[src/rtl/serial_adder_if.sv]
// Operand/result bundle between a requester and the bit-serial adder.
// The requester drives start/a/b; the adder returns busy/done/sum/carry_out.
interface serial_adder_if #(
    parameter int WIDTH = 8
);
    logic             start;
    logic [WIDTH-1:0] a;
    logic [WIDTH-1:0] b;
    logic             busy;
    logic             done;
    logic [WIDTH-1:0] sum;
    logic             carry_out;

    modport master (
        output start, a, b,
        input  busy, done, sum, carry_out
    );

    modport slave (
        input  start, a, b,
        output busy, done, sum, carry_out
    );
endinterface

[src/rtl/serial_adder.sv]
// Bit-serial unsigned adder, LSB first. One full-adder cell (two half adders
// plus an OR) is reused every clock, with the carry held in a register between
// bit slices. Operands are captured on start, the result is published with a
// one-cycle done pulse and then held until the next result is ready.

module half_adder (
    input  logic a,
    input  logic b,
    output logic s,
    output logic c
);
    assign s = a ^ b;
    assign c = a & b;
endmodule

module serial_adder #(
    parameter int WIDTH = 8
) (
    input  logic           clk,
    input  logic           rst_n,
    serial_adder_if.slave  bus
);

    typedef enum logic [1:0] {
        IDLE  = 2'd0,
        SHIFT = 2'd1,
        DONE  = 2'd2
    } state_t;

    localparam int CW = (WIDTH > 1) ? $clog2(WIDTH) : 1;
    localparam logic [CW-1:0] LAST_STEP = CW'(WIDTH - 1);

    state_t           r_state;
    logic [WIDTH-1:0] r_opA;
    logic [WIDTH-1:0] r_opB;
    logic [WIDTH-1:0] r_acc;
    logic [WIDTH-1:0] r_sum;
    logic             r_carry;
    logic             r_carryOut;
    logic             r_busy;
    logic             r_done;
    logic [CW-1:0]    r_count;

    logic             w_ha1Sum;
    logic             w_ha1Carry;
    logic             w_ha2Carry;
    logic             w_bitSum;
    logic             w_bitCarry;
    logic [WIDTH-1:0] w_nextA;
    logic [WIDTH-1:0] w_nextB;
    logic [WIDTH-1:0] w_nextAcc;

    // First half adder combines the two operand LSBs.
    half_adder u_ha1 (
        .a (r_opA[0]),
        .b (r_opB[0]),
        .s (w_ha1Sum),
        .c (w_ha1Carry)
    );

    // Second half adder folds in the carry from the previous bit slice.
    half_adder u_ha2 (
        .a (w_ha1Sum),
        .b (r_carry),
        .s (w_bitSum),
        .c (w_ha2Carry)
    );

    assign w_bitCarry = w_ha1Carry | w_ha2Carry;

    // Shift paths: operands move right, the new sum bit enters the result at
    // the MSB. A one-bit adder has nothing left to shift, hence the split.
    generate
        if (WIDTH == 1) begin : g_oneBit
            assign w_nextA   = 1'b0;
            assign w_nextB   = 1'b0;
            assign w_nextAcc = w_bitSum;
        end else begin : g_multiBit
            assign w_nextA   = {1'b0, r_opA[WIDTH-1:1]};
            assign w_nextB   = {1'b0, r_opB[WIDTH-1:1]};
            assign w_nextAcc = {w_bitSum, r_acc[WIDTH-1:1]};
        end
    endgenerate

    assign bus.busy      = r_busy;
    assign bus.done      = r_done;
    assign bus.sum       = r_sum;
    assign bus.carry_out = r_carryOut;

    // Control FSM with datapath registers and registered busy/done/result.
    always_ff @(posedge clk or negedge rst_n) begin
        if (!rst_n) begin
            r_state    <= IDLE;
            r_opA      <= '0;
            r_opB      <= '0;
            r_acc      <= '0;
            r_sum      <= '0;
            r_carry    <= 1'b0;
            r_carryOut <= 1'b0;
            r_busy     <= 1'b0;
            r_done     <= 1'b0;
            r_count    <= '0;
        end else begin
            case (r_state)
                IDLE, DONE: begin
                    r_done <= 1'b0;
                    if (bus.start) begin
                        r_opA   <= bus.a;
                        r_opB   <= bus.b;
                        r_acc   <= '0;
                        r_carry <= 1'b0;
                        r_count <= '0;
                        r_busy  <= 1'b1;
                        r_state <= SHIFT;
                    end else begin
                        r_busy  <= 1'b0;
                        r_state <= IDLE;
                    end
                end
                SHIFT: begin
                    r_opA   <= w_nextA;
                    r_opB   <= w_nextB;
                    r_acc   <= w_nextAcc;
                    r_carry <= w_bitCarry;
                    r_count <= r_count + 1'b1;
                    if (r_count == LAST_STEP) begin
                        r_sum      <= w_nextAcc;
                        r_carryOut <= w_bitCarry;
                        r_busy     <= 1'b0;
                        r_done     <= 1'b1;
                        r_state    <= DONE;
                    end
                end
                default: begin
                    r_busy  <= 1'b0;
                    r_done  <= 1'b0;
                    r_state <= IDLE;
                end
            endcase
        end
    end

endmodule

[src/flat_wrapper.sv]
// flat-port wrapper written by rule: the top's interface ports become plain ports
module serial_adder_flat 
#(
    parameter int WIDTH = 8
)
  (clk, rst_n, bus_start, bus_a, bus_b, bus_busy, bus_done, bus_sum, bus_carry_out);
  serial_adder_if #(.WIDTH(WIDTH)) bus_i ();
  input  logic clk;
  input  logic rst_n;
  input wire logic [$bits(bus_i.start)-1:0] bus_start;
  input wire logic [$bits(bus_i.a)-1:0] bus_a;
  input wire logic [$bits(bus_i.b)-1:0] bus_b;
  output wire logic [$bits(bus_i.busy)-1:0] bus_busy;
  output wire logic [$bits(bus_i.done)-1:0] bus_done;
  output wire logic [$bits(bus_i.sum)-1:0] bus_sum;
  output wire logic [$bits(bus_i.carry_out)-1:0] bus_carry_out;
  assign bus_i.start = bus_start;
  assign bus_i.a = bus_a;
  assign bus_i.b = bus_b;
  assign bus_busy = bus_i.busy;
  assign bus_done = bus_i.done;
  assign bus_sum = bus_i.sum;
  assign bus_carry_out = bus_i.carry_out;
  serial_adder #(.WIDTH(WIDTH)) u_core (.clk(clk), .rst_n(rst_n), .bus(bus_i));
endmodule
[config.mk]
export PLATFORM = sky130hd
export DESIGN_NAME = serial_adder_flat
export DESIGN_NICKNAME = d
export VERILOG_FILES = /design/src/rtl/serial_adder_if.sv /design/src/rtl/serial_adder.sv /design/src/flat_wrapper.sv
export SDC_FILE = /design/constraint.sdc
export NUM_CORES = 1
export LEC_CHECK = 0
export CORE_UTILIZATION = 45
export CTS_BUF_LIST = sky130_fd_sc_hd__clkbuf_4 sky130_fd_sc_hd__clkbuf_8 sky130_fd_sc_hd__clkbuf_16
export DETAILED_ROUTE_END_ITERATION = 8
export PLACE_DENSITY = 0.73
export SLEW_MARGIN = 10
export SYNTH_ARGS = -nofsm -noshare
export SYNTH_HDL_FRONTEND = slang
export SYNTH_SLANG_ARGS = --single-unit
[constraint.sdc]
create_clock -name clk -period 1.4 [get_ports clk]
set_clock_uncertainty 0.05 [all_clocks]
set_input_delay 0.14 -clock clk [delete_from_list [all_inputs] [get_ports clk]]
set_output_delay 0.14 -clock clk [all_outputs]
set_load 0.01 [all_outputs]
==> results.py <==
metrics = {
    "die": {
        "start_util_pct": 48.5,
        "std_cell_rows": 21,
        "die_area_um2": 3950,
        "coreArea_um2": 3440,
        "die_h_um": 62.9,
        "io_pins": 30,
        "fp.dieW_um": 62.9,
    },
    "sta": {
        "grt_setup_unrepaired": "yes",
        "period_share_pct": 106,
        "setup_ws_ps": -87.3,
        "post-route-min-period_ps": 1490,
        "finalHoldViolCount": 0,
        "tightest_slew_ps": 521,
        "timing.setup.tns_ps": -143,
        "setup_viol": 3,
        "maxSlewHeadroom_pct": 65.1,
        "drv_slew": 0,
        "fmax_ghz": 0.672,
    },
    "synth": {
        "ys_ff_latch": 38,
        "yosysWarnings": 0,
        "synth_nets": 152,
        "syn_avg_cell_area_um2": 12.8,
        "synth_cell_types": 24,
        "syn_area_um2": 1670,
        "ys_seq_area_share_pct": 57.0,
        "netlist_instances": 130,
    },
    "critical_path": {
        "reg2reg_from": "u_core.r_carry",
        "cp-end-kind": "flop",
        "path_cells": "fa_2 > mux2_2 > a22o_1",
        "crit_arrival_ps": 1620,
        "ff2ff_path_depth": 3,
        "cp.required_ps": 1530,
        "cp-start-kind": "flop",
        "cpPeakStageDelay_ps": 470,
        "r2r_setup_slack_ps": -90,
        "cp_slowest_cell": "fa_2",
        "worstReg2RegEnd": "u_core.r_acc[7]",
        "path_max_fanout": 2,
        "path_class": "flop to flop",
    },
    "global_route": {
        "grt_max_degree": 39,
        "track_usage_pct": 20.4,
        "grt_first_pass_wirelength_mm": 5.89,
        "antenna_found_initial": 0,
        "grt_overflow": 0,
        "grt_pass1_vias": 1273,
    },
    "routing": {
        "vias": 1221,
        "vias_per_cell": 5.43,
        "dr.pass1.iters": 4,
        "drt_wl_total_mm": 3.45,
        "antenna_left": 0,
        "wl_per_cell_um": 15.3,
        "drt_iter0_markers": 35,
        "drc": 0,
    },
    "placed_design": {
        "dp_cells": 213,
        "hpwl_mm": 2.41,
        "place_area_um2": 2120,
        "place.gp.congestion": 0.717,
        "port_buffers": 29,
    },
    "layout": {
        "drive_gt1_share_pct": 27.4,
        "fin_cells": 225,
        "nets": 200,
        "layout_commonest_cell": "dfrtp_1",
        "design_area_um2": 2290,
        "postLayoutCoreUtil_pct": 66.5,
        "layout_common_cells": "dfrtp_1, clkdlybuf4s50_1, buf_4, nor2_1, a22o_1",
        "fill_cells": 265,
        "antenna_cells": 0,
        "area_delta_synth_final_pct": 37.2,
    },
    "power": {
        "power_density_nw_per_um2": 2200,
        "power_mw": 5.04,
        "p_leak_nw": 1.16,
        "vdd_drop_max_v": 0.000829,
    },
    "cts": {
        "cts.clk_slew.worst_paths_ps": 70,
        "cts_made_buffers": 5,
        "insertion_delay_ps": 290,
        "cts.sinks": 38,
        "cts_max_level": 2,
        "cts_buffer_depth": 2,
        "cts_tree": "built",
        "root_buffer": "clkbuf_8",
    },
    "status": {
        "violations": "setup timing",
        "status": "finished, violations left",
    },
    "flow_run": {
        "drv_cap": 0,
    },
    "hold_path": {
        "min_path_type": "primary input to async pin",
    },
}
-- critical path, delay by kind of cell, from the launching register on --
family,cells,cell delay [ps]
AO/OA/AOI/OAI,1,180
adder cells (fa/ha/maj),1,470
flip-flops,1,410
multiplexers,1,270
-- state kept, by name, summed over array words and instances (netlist names) --
signal and cells:
u_core.bus.carry_out 1, u_core.bus.done 1, u_core.bus.sum 8, u_core.r_acc 7
u_core.r_carry 1, u_core.r_count 3, u_core.r_opA 8, u_core.r_opB 8
u_core.r_state 1
-- repair_timing --
action                                  CTS  global route
endpoints found under the setup margin   21            24
buffers inserted                          3             1
hold buffers                              0             0
pin swaps                                 3             3
gates resized for setup                   6            11
-- metal layers --
metal / vias to the layer above / global-route usage, % / wire (um)
li1: 572 / - / -
met1: 612 / 22.5 / 1460
met2: 30 / 34.3 / 1740
met3: 7 / 6.75 / 157
met4: 0 / 11.0 / 86
met5: - / 0 / 0
-- Yosys cell counts (all sizes together) --
library cell  count  area [um^2]
a22o             13          114
nor3             12         60.1
a211oi            2         15.0
a21oi             2         10.0
inv               1         3.75
nand2b            2         12.5
fa                1         20.0
mux2             15          203
xnor2             1         8.76
o21ai             1         5.00
o22ai            12         75.1
nor2             14         55.1
buf               6         38.8
dfrtp            38          951
and2b             2         15.0
clkbuf            1         3.75
nand2             1         20.0
ha                2         25.0
mux2i             2         20.0
nor2b             2         12.5
-- through the flow --
stage | setup slack, ps | hold WS [ps]
global placement | -50.5 | 437
CTS | -94.8 | 188
finish | -87.3 | 171
floorplan | -45.7 | -206
global route | -142 | 184
detailed placement | -128 | 445
-- worst max-delay path by stage --
stage                     slack [ps]                end             from  cells past startpoint
after floorplan                  -50    u_core.r_acc[7]  u_core.r_opA[0]                      3
after global routing            -140    u_core.r_acc[7]   u_core.r_carry                      3
after detailed placement        -130  u_core.r_count[2]        bus_start                      4
after CTS                        -90    u_core.r_acc[7]   u_core.r_carry                      3
final                            -90    u_core.r_acc[7]   u_core.r_carry                      3
after global placement           -50    u_core.r_acc[7]  u_core.r_opA[0]                      3
-- logic make-up (layout without fill, tap and decap cells) --
group,Yosys count,after routing,synth area share [%]
flip-flops,38,38,57.0
AND/OR/NAND/NOR,33,33,10.5
AO/OA/AOI/OAI,30,30,13.1
multiplexers,17,17,13.4
buffers and inverters,8,57,2.78
adder cells (fa/ha/maj),3,3,2.70
XOR/XNOR,1,1,0.525
-- power breakdown --
group | switching [mW] | total [mW] | internal [mW]
clock network | 0.372 | 0.788 | 0.416
logic | 0.977 | 2.34 | 1.36
registers | 0.324 | 1.92 | 1.60
-- cell type report --
class	count	area, um^2	share of cell area [%]
clock buffer	7	90.1	3.94
clock inverter	1	5.00	0.219
inverter	1	3.75	0.164
multi-input combinational	84	699	30.6
sequential	38	951	41.6
tap	46	57.6	2.52
timing repair buffer	48	482	21.0
Note: power is estimated with default switching activity, not from simulation.
